### config.mk
export PLATFORM = sky130hd
export DESIGN_NAME = debug_txn_capture
export DESIGN_NICKNAME = d
export VERILOG_FILES = /design/src/rtl/debug_pkg.sv /design/src/rtl/debug_watchdog.sv /design/src/rtl/debug_txn_capture.sv
export SDC_FILE = /design/constraint.sdc
export NUM_CORES = 1
export LEC_CHECK = 0
export ABC_AREA = 1
export CAP_MARGIN = 20
export CELL_PAD_IN_SITES_DETAIL_PLACEMENT = 0
export CELL_PAD_IN_SITES_GLOBAL_PLACEMENT = 1
export CORE_MARGIN = 8
export CORE_UTILIZATION = 31
export CTS_BUF_LIST = sky130_fd_sc_hd__clkbuf_16
export DETAILED_ROUTE_END_ITERATION = 16
export PLACE_DENSITY = 0.92
export SLEW_MARGIN = 0
export SYNTH_ARGS = -nofsm -noshare
export SYNTH_HDL_FRONTEND = slang
export SYNTH_SLANG_ARGS = --single-unit
### constraint.sdc
create_clock -name v_clk0 -period 8.5 [get_ports v_clk0]
set_input_delay 2.125 -clock v_clk0 [delete_from_list [all_inputs] [get_ports v_clk0]]
set_output_delay 2.125 -clock v_clk0 [all_outputs]
set_load 0.01 [all_outputs]
### src/rtl/debug_pkg.sv
// rtl/debug_pkg.sv - shared FSM state, status-word bit positions and beat sizing for debug_txn_capture
package debug_pkg;

  typedef enum logic {
    ST_IDLE  = 1'b0,
    ST_BURST = 1'b1
  } state_e;

  localparam int BYTES_PER_BEAT = 8;

  localparam int NB_LSB      = 0;
  localparam int REM_LSB     = 32;
  localparam int CNT_LSB     = 48;
  localparam int STRAY_BIT   = 59;
  localparam int BUSY_BIT    = 60;
  localparam int OVERRUN_BIT = 61;
  localparam int TIMEOUT_BIT = 62;
  localparam int DONE_BIT    = 63;

  // ceil(nbytes / BYTES_PER_BEAT), saturated to the 16-bit remaining-beats field
  function automatic logic [15:0] beats_for(input logic [31:0] nbytes);
    logic [32:0] beats;
    beats = ({1'b0, nbytes} + 33'(BYTES_PER_BEAT - 1)) / 33'(BYTES_PER_BEAT);
    return (beats > 33'd65535) ? 16'hFFFF : beats[15:0];
  endfunction

endpackage

### src/rtl/debug_watchdog.sv
// rtl/debug_watchdog.sv - beatless-cycle counter that flags a stalled burst (built only with DBG_TIMEOUT_EN)
module debug_watchdog #(
  parameter int TIMEOUT_CYCLES = 1024
) (
  input  logic clk_i,
  input  logic rst_i,
  input  logic active_i,
  input  logic beat_i,
  output logic expired_o
);

  logic [15:0] cnt_q;

  // Fires on the TIMEOUT_CYCLES-th consecutive beatless cycle in BURST
  assign expired_o = active_i && !beat_i && (cnt_q == 16'(TIMEOUT_CYCLES - 1));

  always_ff @(posedge clk_i or posedge rst_i) begin
    if (rst_i) begin
      cnt_q <= '0;
    end else if (!active_i || beat_i || expired_o) begin
      cnt_q <= '0;
    end else begin
      cnt_q <= cnt_q + 16'd1;
    end
  end

endmodule

### src/rtl/debug_txn_capture.sv
// rtl/debug_txn_capture.sv - passive request/data-beat observer feeding the ILA probes; DBG_TIMEOUT_EN adds a burst watchdog
module debug_txn_capture
  import debug_pkg::*;
#(
  parameter int TIMEOUT_CYCLES = 1024
) (
  input  logic        v_clk0,
  input  logic        v_rst0,
  input  logic        req_valid,
  input  logic        req_ready,
  input  logic [63:0] req_addr,
  input  logic [31:0] req_nbytes,
  input  logic        dat_valid,
  input  logic        dat_ready,
  input  logic [63:0] dat_data,
  output logic [63:0] dbg_addr,
  output logic [63:0] dbg_nbytes,
  output logic [63:0] dbg_data
);

  if (TIMEOUT_CYCLES < 2 || TIMEOUT_CYCLES > 65535) begin : g_bad_timeout
    $error("TIMEOUT_CYCLES out of range");
  end

  state_e      state_q;
  logic [63:0] addr_q;
  logic [31:0] nbytes_q;
  logic [15:0] beats_q;
  logic [7:0]  cnt_q;
  logic [7:0]  cnt_d;
  logic [63:0] data_q;
  logic        stray_q;
  logic        overrun_q;
  logic        done_q;
  logic        timeout_flag;
  logic        timeout_hit;

  logic hs, beat, busy, final_beat, accept, zero_req;

  assign hs         = req_valid && req_ready;
  assign beat       = dat_valid && dat_ready;
  assign busy       = (state_q == ST_BURST);
  assign final_beat = busy && beat && (beats_q == 16'd1);
  assign accept     = hs && (!busy || final_beat);
  assign zero_req   = (req_nbytes == 32'd0);
  // A zero-length request landing on the final beat completes two transactions at once
  assign cnt_d      = cnt_q + 8'(final_beat) + 8'(accept && zero_req);

`ifdef DBG_TIMEOUT_EN
  logic timeout_q;

  debug_watchdog #(
    .TIMEOUT_CYCLES(TIMEOUT_CYCLES)
  ) u_watchdog (
    .clk_i     (v_clk0),
    .rst_i     (v_rst0),
    .active_i  (busy),
    .beat_i    (beat),
    .expired_o (timeout_hit)
  );

  always_ff @(posedge v_clk0 or posedge v_rst0) begin
    if (v_rst0) begin
      timeout_q <= 1'b0;
    end else if (timeout_hit) begin
      timeout_q <= 1'b1;
    end
  end

  assign timeout_flag = timeout_q;
`else
  assign timeout_hit  = 1'b0;
  assign timeout_flag = 1'b0;
`endif

  always_ff @(posedge v_clk0 or posedge v_rst0) begin
    if (v_rst0) begin
      state_q   <= ST_IDLE;
      addr_q    <= '0;
      nbytes_q  <= '0;
      beats_q   <= '0;
      cnt_q     <= '0;
      data_q    <= '0;
      stray_q   <= 1'b0;
      overrun_q <= 1'b0;
      done_q    <= 1'b0;
    end else begin
      done_q <= final_beat || (accept && zero_req);
      cnt_q  <= cnt_d;
      if (beat) begin
        data_q <= dat_data;
        if (!busy) stray_q <= 1'b1;
      end
      if (hs && busy && !final_beat) overrun_q <= 1'b1;
      case (state_q)
        ST_IDLE: ;
        ST_BURST: begin
          if (beat) begin
            beats_q <= beats_q - 16'd1;
            if (final_beat) state_q <= ST_IDLE;
          end else if (timeout_hit) begin
            state_q <= ST_IDLE;
          end
        end
        default: state_q <= ST_IDLE;
      endcase
      // Accepted request overrides the completion above when both happen together
      if (accept) begin
        addr_q   <= req_addr;
        nbytes_q <= req_nbytes;
        beats_q  <= beats_for(req_nbytes);
        state_q  <= zero_req ? ST_IDLE : ST_BURST;
      end
    end
  end

  always_comb begin
    dbg_nbytes                               = '0;
    dbg_nbytes[NB_LSB +: 32]                 = nbytes_q;
    dbg_nbytes[REM_LSB +: 16]                = beats_q;
    dbg_nbytes[CNT_LSB +: 8]                 = cnt_q;
    dbg_nbytes[STRAY_BIT]                    = stray_q;
    dbg_nbytes[BUSY_BIT]                     = busy;
    dbg_nbytes[OVERRUN_BIT]                  = overrun_q;
    dbg_nbytes[TIMEOUT_BIT]                  = timeout_flag;
    dbg_nbytes[DONE_BIT]                     = done_q;
  end

  assign dbg_addr = addr_q;
  assign dbg_data = data_q;

endmodule

After elaboration in Yosys (flattened, before gate mapping):

Cells that the tools add are included.

* register bits: 188
* bits in latches: 0
* bits in writable memories: 0
* ROM bits: 0
* word-level logic and storage cells: 42
* memories kept: 0

* add/subtract/negate cells: 4
* $mul: 0
* div/mod/pow operators: 0
* $lt $le $gt $ge: 1
* eq/ne operators: 1
* shift-type cells: 0
* mux-type cells: 9
* bitwise logic cells: 1
* reductions and logical operators: 17

Operators by type and width (count)
* $mux 16: 4
* $add 32x3->33 const B: 1
* $logic_not 32->1: 1
* $gt 30x16->1 const B: 1
* $add 8x1->8: 2
* $eq 16x1->1 const B: 1
* $sub 16x1->16 const B: 1
* $logic_and 1x1->1: 8
* $mux 1: 5
* $reduce_and 2->1: 2
* $reduce_bool 2->1: 2
* $logic_not 1->1: 2
* $logic_or 1x1->1: 2
* $not 1->1: 1

Longest topological paths before layout:

* depth after elaboration: 7
* gate-level depth with buffers: 16
* depth with buffers taken out: 15

Worst setup path after synthesis:

No wires, ideal clock.

* path kind: input to register
* from: in dat_valid
* to: reg cnt_q[7]
* setup time: 0.124 ns
* data arrival time: 4.055 ns
* data required time: 8.376 ns
* path slack: 4.321 ns
* cell stages on the path: 14
* path buffers: 1
* cell sequence: nand2_1 -> nor3_1 -> nand3_1 -> nand2_1 -> nand2_2 -> inv_1 -> buf_2 -> nand2_1 -> fa_1 -> inv_1 -> nand3_1 -> nor3_1 -> nand3_1 -> xnor2_1

* word-level cells in the longest chain between the ends: 7

Ends and longest elaborated chain
* start: declaration: RTL line debug_txn_capture.sv:13 `input logic dat_valid,`
* $logic_and 1x1->1 *: RTL line debug_txn_capture.sv:41 `assign beat = dat_valid && dat_ready;`
* $logic_and 1x1->1 * (2 in a row): RTL line debug_txn_capture.sv:43 `assign final_beat = busy && beat && (beats_q == 16'd1);`
* parallel branches: the longest is 3 deep, another holds $add 8x1->8
* $add 8x1->8 *: RTL line debug_txn_capture.sv:47 `assign cnt_d = cnt_q + 8'(final_beat) + 8'(accept && zero_req);`
* net cnt_d[7]: RTL line debug_txn_capture.sv:30 `logic [7:0] cnt_d;`
* end signal: assignment: RTL line debug_txn_capture.sv:89 `cnt_q <= cnt_d;`
* end: declaration: RTL line debug_txn_capture.sv:29 `logic [7:0] cnt_q;`

Mark *: on every way through the listed nets, which the timed path passes.
A chain may end at the register's enable or synchronous reset.

Worst setup path after layout:

Same ends and word-level chain as after synthesis.

==> results.md <==
- The run finished with clean final reports.
- The portion of the post-synthesis area used by sequential elements is 54.12%.
- The tightest hold path in the finished design has a slack of 0.4778 ns.
- The synthesized area is 0.008693 mm².
- The die covers 0.03366 mm².
- In the finished design, the share of the clock period the worst path needs comes to 55.52%.
- The remaining number of nets flagged by the antenna check after routing is 0.
- The via density per instance is 4.552.
- The number of antenna violations at the first check in global routing was 0.
- The share of cells above drive strength 1 is 10.50%.
- Synthesis instantiated 33 different standard cells from the library.
- In the global route stage, overall resource usage came out at 17.91%.
- Relative to the synthesized area, the layout overhead comes to 50.50%.
- The global-route wire length before repair is 46,880 µm.
- Entering global routing, the biggest net connects 135 pins.
- The transition at the pin with the smallest max-transition slack is 1.075 ns.
- Along the worst path, the maximum fanout reaches 49.
- The post-layout minimum cycle time is 4.719 ns.
- The clock insertion delay at the later pin of the skew report is 0.43 ns.
- Post-CTS repair changed the size of 0 cells.
- The critical path required time is 8.81 ns.
- Synthesis inferred 188 register bits.
- The worst clock skew is 0.01502 ns.
- Across the run, the number of max-cap violations was 0.
- The number of antenna cells inserted is 0.
- Timing analysis after detailed placement gives a worst setup slack of 3.278 ns.
- In this run the tool buffered the top-level ports with 353 buffer cells.
- The critical path is of the in2reg type.
- The number of violations reported at the end of detailed-routing iteration 0 is 466.
- The Yosys step of the flow raised 0 warnings.
- The horizontal die dimension is 183.5 µm.
- The count of buffers added by post-CTS timing repair for setup is 0.
- VDD sags by at most 0.1474 mV.
- The region available for standard cell placement spans 0.02771 mm².
- The setup slack on the worst flop-to-flop path is 5.36 ns.
- The endpoint of the worst register-to-register path is cnt_q[7].
- The final worst slack is 3.781 ns.
- For this design the top-level I/O count stands at 358.
- The critical path starts at dat_valid.
- Cells fill 47.22% of the core in the end.
- The number of standard cells after synthesis is 975.
- The remaining max-slew budget at the tightest pin is 28.33%.
- The number of buffers on the longest clock path is 2.
- The clock-pin slew on the worst setup and hold paths is 0.07 ns.
- The endpoint class of the critical path is a register.
- For this run, the detailed router's first-pass iteration total came to 5.
- The final wirelength is 30,600 µm.
- The maximum clock rate is 0.2119 GHz.
- The critical path endpoint is cnt_q[7].
- The number of buffers inserted by hold repair at cts is 0.
- The via count of the first global-routing pass is 7,996.
- The detailed router placed 7,747 vias in this run.
- In this run the critical register-to-register path is launched from beats_q[3].
- The hold violation count in the final report is 0.
- The cell chosen for the clock root is sky130_fd_sc_hd__clkbuf_16.
- The clock net in this run drives a total of 188 sinks.
- The number of standard-cell rows in the floorplan is 61.
- The setup TNS is 0 ns.
- The routability congestion estimate from global placement is 0.8974.
- The startpoint class of the critical path is an input pin.
- Once the floorplan was initialized, standard cells occupied 31.38% of the core.
- The total number of nets in the final design is 1,481.
- For this design the static power due to leakage is 0.005963 µW.
- Setup repair after global routing left no endpoint under its margin.
- The total setup violations reported at the end of the flow is 0.
- The half-perimeter wire length after placement is 23,450 µm.
- The path depth of the worst reg2reg path is 14.
- After global routing the overflow that remains totals 0.
- The kind of path behind the tightest hold check is reg2reg.
- Data on the critical path arrives at its endpoint at 5.03 ns.
- The max-slew violation count is 0.
- The height of the chip is 183.5 µm.
- The CTS tree is yes.
- The DRC violations left is 0.
- The detail-routed net length per standard cell is 17.98 µm.
- The power density over the cells is 263.5 mW/mm².
- The mean instance size in the synthesized netlist is 8.916 µm².
- The total number of H-tree levels is 4.
- Counting the buffers created by CTS gives 17.
## registers in the layout (all words and copies together), names as in the netlist
register   count
beats_q       16
busy           1
cnt_q          8
dbg_addr      64
dbg_data      64
done_q         1
nbytes_q      32
overrun_q      1
stray_q        1
## report_power, final
group          total (µW)  internal, µW  leakage, µW  switching (µW)
clock                 780           387     0.000280             393
sequential           1370          1170      0.00229             198
combinational        1300           712      0.00340             587
total                3450          2270      0.00596            1180
## critical path, stage by stage
cell,delay [ns]
sky130_fd_sc_hd__clkdlybuf4s50_1,0.52
sky130_fd_sc_hd__nand2_2,0.11
sky130_fd_sc_hd__nor3_1,0.18
sky130_fd_sc_hd__nand3_1,0.17
sky130_fd_sc_hd__nand2_1,0.18
sky130_fd_sc_hd__nand2_4,0.29
sky130_fd_sc_hd__inv_2,0.15
sky130_fd_sc_hd__nand2_1,0.09
sky130_fd_sc_hd__fa_1,0.45
sky130_fd_sc_hd__inv_1,0.10
sky130_fd_sc_hd__nand3_1,0.11
sky130_fd_sc_hd__nor3_1,0.25
sky130_fd_sc_hd__nand3_1,0.14
sky130_fd_sc_hd__xnor2_1,0.16
## through the flow
stage | cells | power [µW] | cell area, µm²
2_1_floorplan | 978 | 1863 | 8705
3_3_place_gp | 1670 | 2677 | 12520
3_5_place_dp | 1670 | 2697 | 12520
4_1_cts | 1702 | 3499 | 13080
5_1_grt | 1702 | 3667 | 13080
6_report | 1702 | 3447 | 13080
## how the worst min path moves through the flow
stage | startpoint | end | slack, ns | cells after the start
CTS | dbg_addr[7] | dbg_addr[7] | 0.48 | 2
floorplan | overrun_q | overrun_q | 0.44 | 1
detailed placement | dbg_addr[31] | dbg_addr[31] | 0.46 | 2
finish | dbg_addr[15] | dbg_addr[15] | 0.48 | 2
global route | dbg_addr[46] | dbg_addr[46] | 0.50 | 2
global placement | stray_q | stray_q | 0.46 | 1
## final cells by class
type / count / area, µm²
clock inverters: 15 / 135.1
well taps: 378 / 473.0
repair buffers: 357 / 3563
inverters: 65 / 251.5
clock buffers: 17 / 425.4
multi-input cells: 682 / 3531
fillers: 2645 / 14620
flip-flops and latches: 188 / 4705
## kinds of logic (layout without fill, tap and decap cells)
group / count (synthesis) / after routing / share of synthesized area (%)
simple gates: 523 / 523 / 25.37
buf+inv: 108 / 454 / 5.484
fa+ha+maj: 4 / 4 / 0.6621
compound gates: 68 / 68 / 4.116
flops: 188 / 188 / 54.12
other cells: 1 / 4 / 0.04314
xor+xnor: 19 / 19 / 1.914
mux: 64 / 64 / 8.290
## layer usage
metal  part of all wire, %  GRT usage (%)
met2                    50          30.06
met4                  0.96          3.741
met1                    41          21.89
met5                     0              0
met3                   8.1          6.344
## Yosys cell counts
cell type / number / area (µm²)
sky130_fd_sc_hd__o21bai_1: 2 / 15.01
sky130_fd_sc_hd__inv_1: 65 / 244.0
sky130_fd_sc_hd__nand2_2: 9 / 56.30
sky130_fd_sc_hd__o21a_1: 1 / 7.510
sky130_fd_sc_hd__xor2_1: 16 / 140.1
sky130_fd_sc_hd__ha_1: 3 / 37.54
sky130_fd_sc_hd__xnor2_1: 3 / 26.28
sky130_fd_sc_hd__o311ai_0: 1 / 8.760
sky130_fd_sc_hd__nor3_1: 7 / 35.03
sky130_fd_sc_hd__buf_8: 1 / 15.01
sky130_fd_sc_hd__nor2_4: 3 / 33.78
sky130_fd_sc_hd__conb_1: 1 / 3.750
sky130_fd_sc_hd__clkbuf_1: 15 / 56.30
sky130_fd_sc_hd__nand2_1: 367 / 1378
sky130_fd_sc_hd__o21ai_2: 1 / 8.760
sky130_fd_sc_hd__o31ai_1: 1 / 7.510
sky130_fd_sc_hd__buf_6: 1 / 11.26
sky130_fd_sc_hd__nand4_1: 4 / 25.02
sky130_fd_sc_hd__nand3_2: 5 / 50.05
sky130_fd_sc_hd__nand2_4: 2 / 22.52
sky130_fd_sc_hd__a21oi_1: 20 / 100.1
sky130_fd_sc_hd__o21ai_0: 36 / 180.2
sky130_fd_sc_hd__fa_1: 1 / 20.02
sky130_fd_sc_hd__dfrtp_1: 188 / 4705
sky130_fd_sc_hd__buf_4: 8 / 60.06
sky130_fd_sc_hd__mux2_2: 64 / 720.7
sky130_fd_sc_hd__nand3_1: 45 / 225.2
sky130_fd_sc_hd__nor2_2: 18 / 112.6
sky130_fd_sc_hd__buf_2: 18 / 90.09
sky130_fd_sc_hd__nor4_1: 6 / 37.54
sky130_fd_sc_hd__nor2_1: 56 / 210.2
sky130_fd_sc_hd__nor2_8: 1 / 20.02
sky130_fd_sc_hd__o21ai_1: 6 / 30.03
## cell usage in the layout, fill, tap and decap left out, types with 4 or more instances in the layout
| cell type | instances |
|---|---|
| sky130_fd_sc_hd__inv_1 | 64 |
| sky130_fd_sc_hd__o21ai_0 | 36 |
| sky130_fd_sc_hd__nor4_1 | 6 |
| sky130_fd_sc_hd__nand2_2 | 9 |
| sky130_fd_sc_hd__nand2_1 | 366 |
| sky130_fd_sc_hd__nand4_1 | 4 |
| sky130_fd_sc_hd__o21ai_1 | 6 |
| sky130_fd_sc_hd__inv_6 | 4 |
| sky130_fd_sc_hd__clkdlybuf4s50_1 | 353 |
| sky130_fd_sc_hd__a21oi_1 | 20 |
| sky130_fd_sc_hd__nand3_2 | 5 |
| sky130_fd_sc_hd__mux2_2 | 64 |
| sky130_fd_sc_hd__nor3_1 | 7 |
| sky130_fd_sc_hd__nor2_1 | 56 |
| sky130_fd_sc_hd__clkbuf_16 | 17 |
| sky130_fd_sc_hd__conb_1 | 4 |
| sky130_fd_sc_hd__xor2_1 | 16 |
| sky130_fd_sc_hd__nand3_1 | 45 |
| sky130_fd_sc_hd__buf_4 | 4 |
| sky130_fd_sc_hd__dfrtp_1 | 188 |
| sky130_fd_sc_hd__nor2_2 | 18 |
| sky130_fd_sc_hd__inv_8 | 4 |
Note: power is estimated with default switching activity, not from simulation.
